### src/rtl/systolic_skew_feeder_pkg.sv
// Shared definitions for the systolic operand path: feeder states,
// lane delay / flush length rules and the lane slicing helper.
package systolic_pkg;

   typedef enum logic [1:0] {
      ST_IDLE   = 2'd0,
      ST_STREAM = 2'd1,
      ST_FLUSH  = 2'd2,
      ST_DONE   = 2'd3
   } state_e;

   function automatic int LANE_DELAY(input int i);
      return i + 1;
   endfunction

   function automatic int FLUSH_LEN(input int n);
      return 2 * n - 1;
   endfunction

   // LSB of lane 'lane' in a packed vector of dw-wide lanes
   function automatic int lane_lsb(input int lane, input int dw);
      return lane * dw;
   endfunction

endpackage

### src/rtl/systolic_skew_feeder_if.sv
// Operand beat / control bundle between an upstream source and
// the skew feeder.
interface systolic_skew_feeder_if #(
   parameter int N  = 4,
   parameter int DW = 8,
   parameter int KW = 8
);

   logic            start;
   logic [KW-1:0]   k_len;
   logic [N*DW-1:0] a_vec;
   logic [N*DW-1:0] b_vec;
   logic            in_valid;
   logic            in_ready;
   logic [N*DW-1:0] a_out;
   logic [N*DW-1:0] b_out;
   logic            acc_clear;
   logic            busy;
   logic            done;

   modport master (
      output start,
      output k_len,
      output a_vec,
      output b_vec,
      output in_valid,
      input  in_ready,
      input  a_out,
      input  b_out,
      input  acc_clear,
      input  busy,
      input  done
   );

   modport slave (
      input  start,
      input  k_len,
      input  a_vec,
      input  b_vec,
      input  in_valid,
      output in_ready,
      output a_out,
      output b_out,
      output acc_clear,
      output busy,
      output done
   );

endinterface

### src/rtl/systolic_skew_feeder_delay.sv
// Fixed-depth free-running shift register; one per skewed lane.
module skew_delay_line #(
   parameter int DEPTH = 1,
   parameter int DW    = 8
) (
   input  logic          clk,
   input  logic          rst,
   input  logic [DW-1:0] i_d,
   output logic [DW-1:0] o_q
);

   logic [DW-1:0] r_sr [DEPTH];

   always_ff @(posedge clk or posedge rst) begin
      if (rst) begin
         for (int k = 0; k < DEPTH; k++) r_sr[k] <= '0;
      end else begin
         r_sr[0] <= i_d;
         for (int k = 1; k < DEPTH; k++) r_sr[k] <= r_sr[k-1];
      end
   end

   assign o_q = r_sr[DEPTH-1];

endmodule

### src/rtl/systolic_skew_feeder.sv
// Operand feeder: re-times A/B beats into the diagonal wavefront
// of an NxN systolic array, flushes, then pulses done.
module systolic_skew_feeder
   import systolic_pkg::*;
#(
   parameter int N  = 4,
   parameter int DW = 8,
   parameter int KW = 8
) (
   input logic clk,
   input logic rst,
   systolic_skew_feeder_if.slave bus
);

   localparam logic [1:0] S_IDLE   = ST_IDLE;
   localparam logic [1:0] S_STREAM = ST_STREAM;
   localparam logic [1:0] S_FLUSH  = ST_FLUSH;
   localparam logic [1:0] S_DONE   = ST_DONE;

   localparam int FL = FLUSH_LEN(N);
   localparam int FW = $clog2(FL);

   logic [1:0]      r_state;
   logic [1:0]      w_state_nxt;
   logic [KW-1:0]   r_k_len;
   logic [KW-1:0]   r_beat_cnt;
   logic [FW-1:0]   r_flush_cnt;
   logic            r_first;

   logic            w_accept;
   logic            w_last_beat;
   logic            w_flush_end;
   logic            w_start_pass;
   logic [N*DW-1:0] w_a_in;
   logic [N*DW-1:0] w_b_in;
   logic [N*DW-1:0] w_a_out;
   logic [N*DW-1:0] w_b_out;

   assign w_accept     = bus.in_valid & (r_state == S_STREAM);
   assign w_last_beat  = w_accept &
                         (r_beat_cnt == r_k_len - KW'(1));
   assign w_flush_end  = (r_flush_cnt == FW'(FL - 1));
   assign w_start_pass = (r_state == S_IDLE) & bus.start &
                         (bus.k_len != '0);

   always_comb begin
      w_state_nxt = r_state;
      unique case (r_state)
         S_IDLE: begin
            if (bus.start)
               w_state_nxt = (bus.k_len == '0) ? S_DONE : S_STREAM;
         end
         S_STREAM: begin
            if (w_last_beat) w_state_nxt = S_FLUSH;
         end
         S_FLUSH: begin
            if (w_flush_end) w_state_nxt = S_DONE;
         end
         S_DONE:  w_state_nxt = S_IDLE;
         default: w_state_nxt = S_IDLE;
      endcase
   end

   always_ff @(posedge clk or posedge rst) begin
      if (rst) begin
         r_state     <= S_IDLE;
         r_k_len     <= '0;
         r_beat_cnt  <= '0;
         r_flush_cnt <= '0;
         r_first     <= 1'b0;
      end else begin
         r_state <= w_state_nxt;
         r_first <= w_start_pass;
         if (w_start_pass) begin
            r_k_len    <= bus.k_len;
            r_beat_cnt <= '0;
         end else if (w_accept) begin
            r_beat_cnt <= r_beat_cnt + KW'(1);
         end
         if (r_state == S_FLUSH)
            r_flush_cnt <= r_flush_cnt + FW'(1);
         else
            r_flush_cnt <= '0;
      end
   end

   // Non-accept cycles push a uniform zero bubble into every lane
   assign w_a_in = w_accept ? bus.a_vec : '0;
   assign w_b_in = w_accept ? bus.b_vec : '0;

   for (genvar i = 0; i < N; i++) begin : g_lane
      skew_delay_line #(
         .DEPTH (LANE_DELAY(i)),
         .DW    (DW)
      ) u_a_dly (
         .clk (clk),
         .rst (rst),
         .i_d (w_a_in[lane_lsb(i, DW) +: DW]),
         .o_q (w_a_out[lane_lsb(i, DW) +: DW])
      );
      skew_delay_line #(
         .DEPTH (LANE_DELAY(i)),
         .DW    (DW)
      ) u_b_dly (
         .clk (clk),
         .rst (rst),
         .i_d (w_b_in[lane_lsb(i, DW) +: DW]),
         .o_q (w_b_out[lane_lsb(i, DW) +: DW])
      );
   end

   assign bus.a_out     = w_a_out;
   assign bus.b_out     = w_b_out;
   assign bus.in_ready  = (r_state == S_STREAM);
   assign bus.acc_clear = r_first;
   assign bus.busy      = (r_state != S_IDLE);
   assign bus.done      = (r_state == S_DONE);

endmodule

### src/flat_wrapper.sv
// flat-port wrapper written by rule: the top's interface ports become plain ports
module systolic_skew_feeder_flat import systolic_pkg::*;
#(
   parameter int N  = 4,
   parameter int DW = 8,
   parameter int KW = 8
)
  (clk, rst, bus_start, bus_k_len, bus_a_vec, bus_b_vec, bus_in_valid, bus_in_ready, bus_a_out, bus_b_out, bus_acc_clear, bus_busy, bus_done);
  systolic_skew_feeder_if #(.N(N), .DW(DW), .KW(KW)) bus_i ();
  input logic clk;
  input logic rst;
  input wire logic [$bits(bus_i.start)-1:0] bus_start;
  input wire logic [$bits(bus_i.k_len)-1:0] bus_k_len;
  input wire logic [$bits(bus_i.a_vec)-1:0] bus_a_vec;
  input wire logic [$bits(bus_i.b_vec)-1:0] bus_b_vec;
  input wire logic [$bits(bus_i.in_valid)-1:0] bus_in_valid;
  output wire logic [$bits(bus_i.in_ready)-1:0] bus_in_ready;
  output wire logic [$bits(bus_i.a_out)-1:0] bus_a_out;
  output wire logic [$bits(bus_i.b_out)-1:0] bus_b_out;
  output wire logic [$bits(bus_i.acc_clear)-1:0] bus_acc_clear;
  output wire logic [$bits(bus_i.busy)-1:0] bus_busy;
  output wire logic [$bits(bus_i.done)-1:0] bus_done;
  assign bus_i.start = bus_start;
  assign bus_i.k_len = bus_k_len;
  assign bus_i.a_vec = bus_a_vec;
  assign bus_i.b_vec = bus_b_vec;
  assign bus_i.in_valid = bus_in_valid;
  assign bus_in_ready = bus_i.in_ready;
  assign bus_a_out = bus_i.a_out;
  assign bus_b_out = bus_i.b_out;
  assign bus_acc_clear = bus_i.acc_clear;
  assign bus_busy = bus_i.busy;
  assign bus_done = bus_i.done;
  systolic_skew_feeder #(.N(N), .DW(DW), .KW(KW)) u_core (.clk(clk), .rst(rst), .bus(bus_i));
endmodule
### config.mk
export PLATFORM = sky130hd
export DESIGN_NAME = systolic_skew_feeder_flat
export DESIGN_NICKNAME = d
export VERILOG_FILES = /design/src/rtl/systolic_skew_feeder_pkg.sv /design/src/rtl/systolic_skew_feeder_if.sv /design/src/rtl/systolic_skew_feeder_delay.sv /design/src/rtl/systolic_skew_feeder.sv /design/src/flat_wrapper.sv
export SDC_FILE = /design/constraint.sdc
export NUM_CORES = 1
export LEC_CHECK = 0
export CORE_UTILIZATION = 44
export CTS_CLUSTER_DIAMETER = 100
export CTS_CLUSTER_SIZE = 14
export DETAILED_ROUTE_END_ITERATION = 8
export PLACE_DENSITY = 0.75
export SKIP_LAST_GASP = 1
export SYNTH_ARGS = -nofsm -noshare
export SYNTH_HDL_FRONTEND = slang
export SYNTH_HIERARCHICAL = 1
export SYNTH_SLANG_ARGS = --single-unit
### constraint.sdc
create_clock -name clk -period 2 [get_ports clk]
set_clock_uncertainty 0.15 [all_clocks]
set_input_delay 0.2 -clock clk [delete_from_list [all_inputs] [get_ports clk]]
set_output_delay 0.2 -clock clk [all_outputs]
set_load 0.005 [all_outputs]
### After elaboration in Yosys (flattened, before gate mapping)

Cells that the tools add are included.

* flip-flop bits (word level): 182
* input port bits: 76
* output and inout port bits: 68

* $add $sub $neg: 3
* equal/unequal tests: 8
* mux-type cells: 10
* bitwise gates (word level): 4
* reduce and logical (&&, ||, !) cells: 6

Operators by type and width (count)
* $mux W32: 2
* $mux W8: 2
* $add A8 B1 Y8 const B: 1
* $eq A8 B8 Y1: 1
* $logic_not A8 Y1: 1
* $mux W2: 4
* $pmux W2 S4: 1
* $reduce_bool A8 Y1: 1
* $sub A8 B1 Y8 const B: 1
* $and A1 B1 Y1: 4
* $eq A2 B2 Y1 const B: 2
* $ne A2 B1 Y1 const B: 2
* $reduce_bool A2 Y1: 2
* $add A3 B1 Y3 const B: 1
* $eq A3 B3 Y1 const B: 1
* $mux W3: 1
* $reduce_and A3 Y1: 1
* $eq A2 B1 Y1 const B: 1
* $logic_not A2 Y1: 1
* $ne A2 B2 Y1 const B: 1

### Logic depth before layout (Yosys ltp)

Gate-level depths: netlist (run 1).

* word-level depth: 5
* depth in mapped cells: 9

### By module

Netlist (run 1), hierarchy kept.

Modules (own cells, without submodules)
* systolic_skew_feeder: times used 1, cells each 217, area an instance 1795.5 um^2
* skew_delay_line at u_core.g_lane[3].u_a_dly ...: times used 2, cells each 41, area an instance 864.6 um^2
* skew_delay_line at u_core.g_lane[2].u_a_dly ...: times used 2, cells each 33, area an instance 664.4 um^2
* skew_delay_line at u_core.g_lane[1].u_a_dly ...: times used 2, cells each 25, area an instance 464.2 um^2
* skew_delay_line at u_core.g_lane[0].u_a_dly ...: times used 2, cells each 9, area an instance 203.9 um^2

### Worst setup path after synthesis (run 1)

No wires, ideal clock.

* path type: reg2reg
* from: register u_core.r_k_len[0]
* to: register u_core.r_state[0]
* setup time: 87 ps
* arrival time: 1797 ps
* slack: -34 ps
* stages on the path, launching flop included: 7
* buffers on the path: 0
* period minus slack after synthesis: 2034 ps
* cells stage by stage: dfrtp_1 -> or4_4 -> o21a_1 -> o21a_1 -> o32a_2 -> a21bo_1 -> a22oi_1

* longest elaborated chain between the ends: 5

Ends and longest elaborated chain
* start: declaration: RTL line systolic_skew_feeder.sv:25 `logic [KW-1:0] r_k_len;`
* start signal: assignment: RTL line systolic_skew_feeder.sv:75 `r_k_len <= bus.k_len;`
* $sub A8 B1 Y8: RTL line systolic_skew_feeder.sv:41 `(r_beat_cnt == r_k_len - KW'(1));`
* $eq A8 B8 Y1: RTL line systolic_skew_feeder.sv:41
* $and A1 B1 Y1: RTL line systolic_skew_feeder.sv:40 `assign w_last_beat = w_accept &`
* $ne A2 B1 Y1 (no line)
* $reduce_and A3 Y1 (no line)
* end signal: assignment: RTL line systolic_skew_feeder.sv:72 `r_state <= w_state_nxt;`
* end: declaration: RTL line systolic_skew_feeder.sv:23 `logic [1:0] r_state;`

No other way between the ends.
A chain may end at the register's enable or synchronous reset.

### Worst setup path in the final report (run 1)

* from: register u_core.r_k_len[2]
* to: register u_core.r_state[0]

Same word-level chain as after synthesis.

==> impl_metrics.toml, run 1 <==
[setup_path]
cp_max_fo = 3
startpoint_type = "flip-flop"
setup.worst_path.end_class = "flip-flop"
critPathBufInv = 0
critical-path-max-stage-delay_ns = 0.58
slowest_stage = "or4_4"
crit_type = "reg2reg"
path_delay_family = "compound AO/OA/AOI/OAI gates"
critPathRequiredTime_ns = 2.18
path_cells = "or4_4 -> o21a_1 -> o21a_1 -> o32a_2 -> a21bo_1 -> a22oi_2"
cp_data_arrival_time_ns = 2.33
path_common_cell = "o21a_1"

[cts]
clock-sinks = 182
cts_max_level = 4
cts_tree = "built"
clk_latency_ns = 0.42
clockBufferDepth = 2
path_clk_slew_ns = 0.07
cts_made_buffers = 17
cts-hold-fix-buffers = 0
clock_tree.root_cell = "clkbuf_16"

[power]
p_per_area_mw_per_mm2 = 1230
clkPwrFrac_pct = 32.9
net-switching-power_mw = 2.86
ir_drop_mv = 0.736
finalPower_mw = 10.1
p_int_mw = 7.29
power_leakage_nw = 4.20
switching_share_pct = 28.1
seq_power_share_pct = 44.8
p_comb_share_pct = 22.3

[sta]
hold_slack_ns = 0.194
setup_viol = 2
setup_slack_ns = -0.150
hold_viol_final = 0
slew_viol_final = 0
max_freq_mhz = 465
max-slew-margin-rel_pct = 63.7
finalCritPeriodShare_pct = 108
final.setup.tns_ns = -0.289
min_period_ns = 2.15
rsz0062_at_grt = "true"
tightest_slew_ns = 0.540

[synthesis]
avgSynthCellArea_um2 = 14.3
synth_top_family_by_area = "simple AND/OR/NAND/NOR gates"
synthAdderAreaFrac_pct = 1.82
synth_edf_count = 0
synth_warnings = 6
syn_inst = 433
synth.area.mux_share_pct = 1.23
ys_ff_latch = 182
synth-simple-area-share_pct = 10.8
ys.flop_type = "dfrtp_1"
syn_area_mm2 = 0.00619
yosysSeqAreaShare_pct = 73.6
async_flop_share_pct = 100
synth_cell_types = 38
synthesis.nets = 518
synth_compound_area_share_pct = 2.79
synthXorXnorAreaFrac_pct = 1.84

[place]
io_buffer_count = 143
dp_hpwl_mm = 8.17
gp_congestion = 0.813
pre_cts_ws_ns = -0.126

[die]
die_h_um = 121
die_x_um = 121
core_area_mm2 = 0.0135
rows = 42
start_util_pct = 45.8
ioPinCount = 144
die-area_mm2 = 0.0145

[status]
violations = "setup timing"
outcome = "finished, violations left"

[detailed_routing]
num_vias = 3500
viasPerCell = 4.72
drcViolationCount = 0
ant_nets = 0
routed_wl_mm = 12.0
dr.pass1.iters = 4
drt_iter0_markers = 200
wl_per_cell_um = 16.2

[cells_and_area]
utilization_pct = 61.2
nets = 637
area_growth_pct = 33.6
diodes = 0
layout-drive-gt1-share_pct = 14.2

[grt]
grt_max_degree = 65
grt_pass1_wl_mm = 19.6
antenna_found_initial = 0
overflow = 0
grt_pass1_vias = 3791
grt_usage_pct = 18.0

[run]
max_cap_violations = 0

[hold_path]
hp-class = "reg2reg"
==> stage by stage <==
step	cell area (um^2)	instances
detailed placement	7580	708
global placement	7580	708
finish	8270	741
CTS	8200	741
global route	8270	741
floorplan	6200	433
==> Yosys cell counts (all sizes together) (2+ instances only) <==
library cell | count | area share, %
clkbuf | 18 | 1.1
nor2b | 5 | 0.55
a31oi | 5 | 0.51
and3 | 64 | 6.5
nor4b | 2 | 0.28
mux2i | 2 | 0.32
ha | 9 | 1.8
nor4 | 2 | 0.20
nor2 | 13 | 0.79
or3 | 2 | 0.20
nand4 | 4 | 0.40
dfrtp | 182 | 74
mux2 | 5 | 0.91
inv | 17 | 1.0
o21a | 3 | 0.38
a21oi | 4 | 0.38
and2 | 2 | 0.20
buf | 48 | 5.8
nor3 | 6 | 0.49
o21ai | 4 | 0.32
nand3 | 6 | 0.49
xnor2 | 5 | 0.71
nand2 | 7 | 0.42
xor2 | 8 | 1.1
==> power by group through the flow <==
stage / sequential, mW / clock, mW / combinational, mW
6_report: 4.55 / 3.34 / 2.27
5_1_grt: 4.60 / 3.59 / 2.46
4_1_cts: 4.53 / 3.43 / 2.14
3_5_place_dp: 4.60 / 0 / 2.10
3_3_place_gp: 4.54 / 0 / 2.02
2_1_floorplan: 4.53 / 0 / 1.26
==> cells by family after synthesis <==
| logic type | Yosys count |
|---|---|
| adder cells (fa/ha/maj) | 9 |
| buffers and inverters | 83 |
| AND/OR/NAND/NOR | 115 |
| flip-flops | 182 |
| XOR/XNOR | 13 |
| multiplexers | 7 |
| AO/OA/AOI/OAI | 24 |
==> cell usage in the layout, fill, tap and decap left out, types with 7 or more instances in the layout <==
cell,netlist,final
and3_1,64,64
buf_4,48,23
clkbuf_16,0,17
clkdlybuf4s50_1,0,139
dfrtp_1,182,182
ha_1,9,7
inv_1,17,14
nand2_1,7,7
nor2_1,13,13
xor2_1,8,8
==> final timing paths <==
kind / start / to / slack [ns] / cells past startpoint
worst max-delay path: u_core/r_k_len[2] / u_core/r_state[0] / -0.15 / 6
worst min-delay path: u_core/g_lane[3].u_a_dly/r_sr[19] / u_core/g_lane[3].u_a_dly/r_sr[11] / 0.19 / 0
worst max register to register: u_core/r_k_len[2] / u_core/r_state[0] / -0.15 / 6
worst min register to register: u_core/g_lane[3].u_a_dly/r_sr[19] / u_core/g_lane[3].u_a_dly/r_sr[11] / 0.19 / 0
max in group asynchronous: rst / u_core/g_lane[3].u_b_dly/r_sr[30] / 1.04 / 3
min in group asynchronous: rst / u_core/g_lane[1].u_a_dly/o_q[1] / 0.21 / 2
==> sequential cells by signal, indices dropped and copies added, names as in the netlist <==
signal / cells
u_core/g_lane.u_a_dly/r_sr: 48
u_core/g_lane.u_b_dly/r_sr: 48
u_core/g_lane.u_a_dly/o_q: 32
u_core/g_lane.u_b_dly/o_q: 32
u_core/r_beat_cnt: 8
u_core/r_k_len: 8
u_core/r_flush_cnt: 3
u_core/r_state: 2
u_core/bus.acc_clear: 1
==> area by class of cell <==
class / count / area, um^2
Clock buffer: 19 / 453
Fill cell: 1017 / 5240
Tap cell: 176 / 220
Multi-Input combinational cell: 168 / 1220
Sequential cell: 182 / 4550
Inverter: 17 / 63.8
Timing Repair Buffer: 166 / 1600
Clock inverter: 13 / 155
==> what timing repair did <==
item / in CTS / in global routing
pin swaps: 0 / 7
resized for setup: 3 / 15
setup buffers: 1 / 0
setup endpoints to repair: 4 / 20
==> metal layers <==
metal	global-route usage, %	wire, um
met3	4.76	535
met2	31.6	6520
met4	5.56	128
met1	21.5	4850
met5	0	0
Note: power is estimated with default switching activity, not from simulation.
==> inputs of run 2 (changes only) <==
--- a/config.mk
+++ b/config.mk
@@ -5,11 +5,13 @@
 export SDC_FILE = /design/constraint.sdc
 export NUM_CORES = 1
 export LEC_CHECK = 0
-export CORE_UTILIZATION = 44
+export CELL_PAD_IN_SITES_DETAIL_PLACEMENT = 0
+export CELL_PAD_IN_SITES_GLOBAL_PLACEMENT = 2
+export CORE_UTILIZATION = 30
 export CTS_CLUSTER_DIAMETER = 100
 export CTS_CLUSTER_SIZE = 14
 export DETAILED_ROUTE_END_ITERATION = 8
-export PLACE_DENSITY = 0.75
+export PLACE_DENSITY_LB_ADDON = 0.1
 export SKIP_LAST_GASP = 1
 export SYNTH_ARGS = -nofsm -noshare
 export SYNTH_HDL_FRONTEND = slang
==> run 2 against run 1 <==
The run still ends with setup timing left; highest routed layer unchanged; die area increased by 46%; maximum frequency increased by 2.5%; clock power decreased by 4%; hold slack improved by 0.0024 ns; non-clock buffer count increased by 6; largest power group unchanged; sequential share of layout area decreased by 0.85 points; critical path type unchanged; cell area increased by 1.6%; global-route usage decreased by 5.4 points.
==> impl_metrics.toml, run 2 (synthesis results as in run 1) <==
[die]
ioPinCount = 144
core_area_mm2 = 0.0202
start_util_pct = 30.6
die_h_um = 146
die_x_um = 146
rows = 52
die-area_mm2 = 0.0212

[setup_path]
path_common_cell = "o21a_1"
cp_data_arrival_time_ns = 2.28
rrSetupSlack_ns = -0.1
cp_max_fo = 3
path_delay_family = "compound AO/OA/AOI/OAI gates"
path_cells = "or4_4 -> o21a_1 -> o21a_1 -> o32a_2 -> a21bo_1 -> a22oi_1"
startpoint_type = "flip-flop"
critPathRequiredTime_ns = 2.18
setup.worst_path.end_class = "flip-flop"
crit_type = "reg2reg"
critical-path-max-stage-delay_ns = 0.57
critPathBufInv = 0
slowest_stage = "or4_4"

[sta]
min_period_ns = 2.10
slew_viol_final = 0
max_freq_mhz = 477
max-slew-margin-rel_pct = 62.2
setup_slack_ns = -0.0973
rsz0062_at_grt = "true"
setup_viol = 2
hold_viol_final = 0
tightest_slew_ns = 0.566
hold_slack_ns = 0.197
finalCritPeriodShare_pct = 105

[grt]
grt_pass1_vias = 3762
grt_max_degree = 65
overflow = 0
grt_pass1_wl_mm = 20.3
grt_usage_pct = 12.5
antenna_found_initial = 0

[cts]
clk_latency_ns = 0.41
cts_max_level = 4
clockBufferDepth = 2
clock_tree.root_cell = "clkbuf_16"
cts_made_buffers = 17
cts_tree = "built"
clock-sinks = 182
path_clk_slew_ns = 0.07

[status]
outcome = "finished, violations left"
violations = "setup timing"

[power]
p_per_area_mw_per_mm2 = 1190
power_leakage_nw = 4.18
finalPower_mw = 9.98
ir_drop_mv = 0.521

[cells_and_area]
area_growth_pct = 35.6
largestRegisters = "u_core/g_lane.u_a_dly/r_sr: 48 flops, u_core/g_lane.u_b_dly/r_sr: 48 flops"
fillers = 1906
layout-drive-gt1-share_pct = 14.2
diodes = 0
mostFrequentLayoutCell = "dfrtp_1"
nets = 643
final_cell_mix = "dfrtp_1, clkdlybuf4s50_1, and3_1"
layoutNonFillerInstCount = 840

[place]
dp_hpwl_mm = 8.44
io_buffer_count = 143
dp_cells = 806
gp_congestion = 0.787

[detailed_routing]
viasPerCell = 4.17
wl_per_cell_um = 14.6
drcViolationCount = 0
drt_iter0_markers = 97
ant_nets = 0
routed_wl_mm = 12.3
num_vias = 3499
dr.pass1.iters = 6

[hold_path]
hp-class = "in2async"

[run]
max_cap_violations = 0
## run 2: changes by cell type in the layout (fill, tap and decap cells not counted), moves of 2 or more
| cell | delta |
|---|---|
| buf_4 | +5 |
| clkinv_4 | -2 |
| dlymetal6s2s_1 | -2 |
| inv_6 | +3 |
| inv_8 | -2 |
## run 2: per-stage QoR
| stage | setup WS (ns) | utilization (%) | setup TNS [ns] | cell area, um^2 |
|---|---|---|---|---|
| after floorplan | -0.0337 | - | -0.0605 | 6200 |
| after global placement | -0.0873 | 38.3 | -0.171 | 7740 |
| after detailed placement | -0.141 | 38.3 | -0.279 | 7740 |
| after CTS | -0.0836 | 41.3 | -0.195 | 8360 |
| after global routing | -0.180 | 41.5 | -0.433 | 8400 |
| final | -0.0973 | 41.5 | -0.161 | 8400 |
## run 2: final cells by class
class,instances,area (um^2),area share [%]
Sequential cell,182,4550,54.2
Timing Repair Buffer,172,1650,19.7
Tap cell,270,338,4.02
Inverter,17,63.8,0.760
Clock buffer,18,439,5.23
Clock inverter,13,135,1.61
Multi-Input combinational cell,168,1210,14.4
## run 2: per-layer routing
| metal | track usage (%) | up-vias | part of all wire (%) | routed length (um) |
|---|---|---|---|---|
| met2 | 19.8 | 99 | 48 | 5870 |
| met5 | 0 | - | 0 | 0 |
| met4 | 4.32 | 0 | 0.82 | 101 |
| met3 | 3.98 | 8 | 4.6 | 561 |
| met1 | 16.3 | 1761 | 47 | 5720 |
| li1 | - | 1631 | - | - |
## run 2: worst paths after layout
path	start	to	depth (start not counted)
min in group clk	u_core/g_lane[3].u_a_dly/r_sr[30]	u_core/g_lane[3].u_a_dly/r_sr[22]	0
max	u_core/r_k_len[3]	u_core/r_state[0]	6
min	rst	u_core/g_lane[3].u_a_dly/r_sr[24]	2
min reg2reg	u_core/g_lane[3].u_a_dly/r_sr[30]	u_core/g_lane[3].u_a_dly/r_sr[22]	0
max in group asynchronous	rst	u_core/g_lane[1].u_a_dly/r_sr[10]	3
max reg2reg	u_core/r_k_len[3]	u_core/r_state[0]	6
## run 2: power by group
group	internal, mW	switching [mW]	leakage, nW
sequential	4.25	0.279	2.48
clock	1.69	1.51	0.279
combinational	1.22	1.03	1.42
total	7.16	2.82	4.18
## run 2: timing repair
action	in CTS	in global routing
endpoints found under the setup margin	4	3
setup buffers	3	0
pin swaps	4	6
hold buffers	0	0
gates resized for setup	8	5
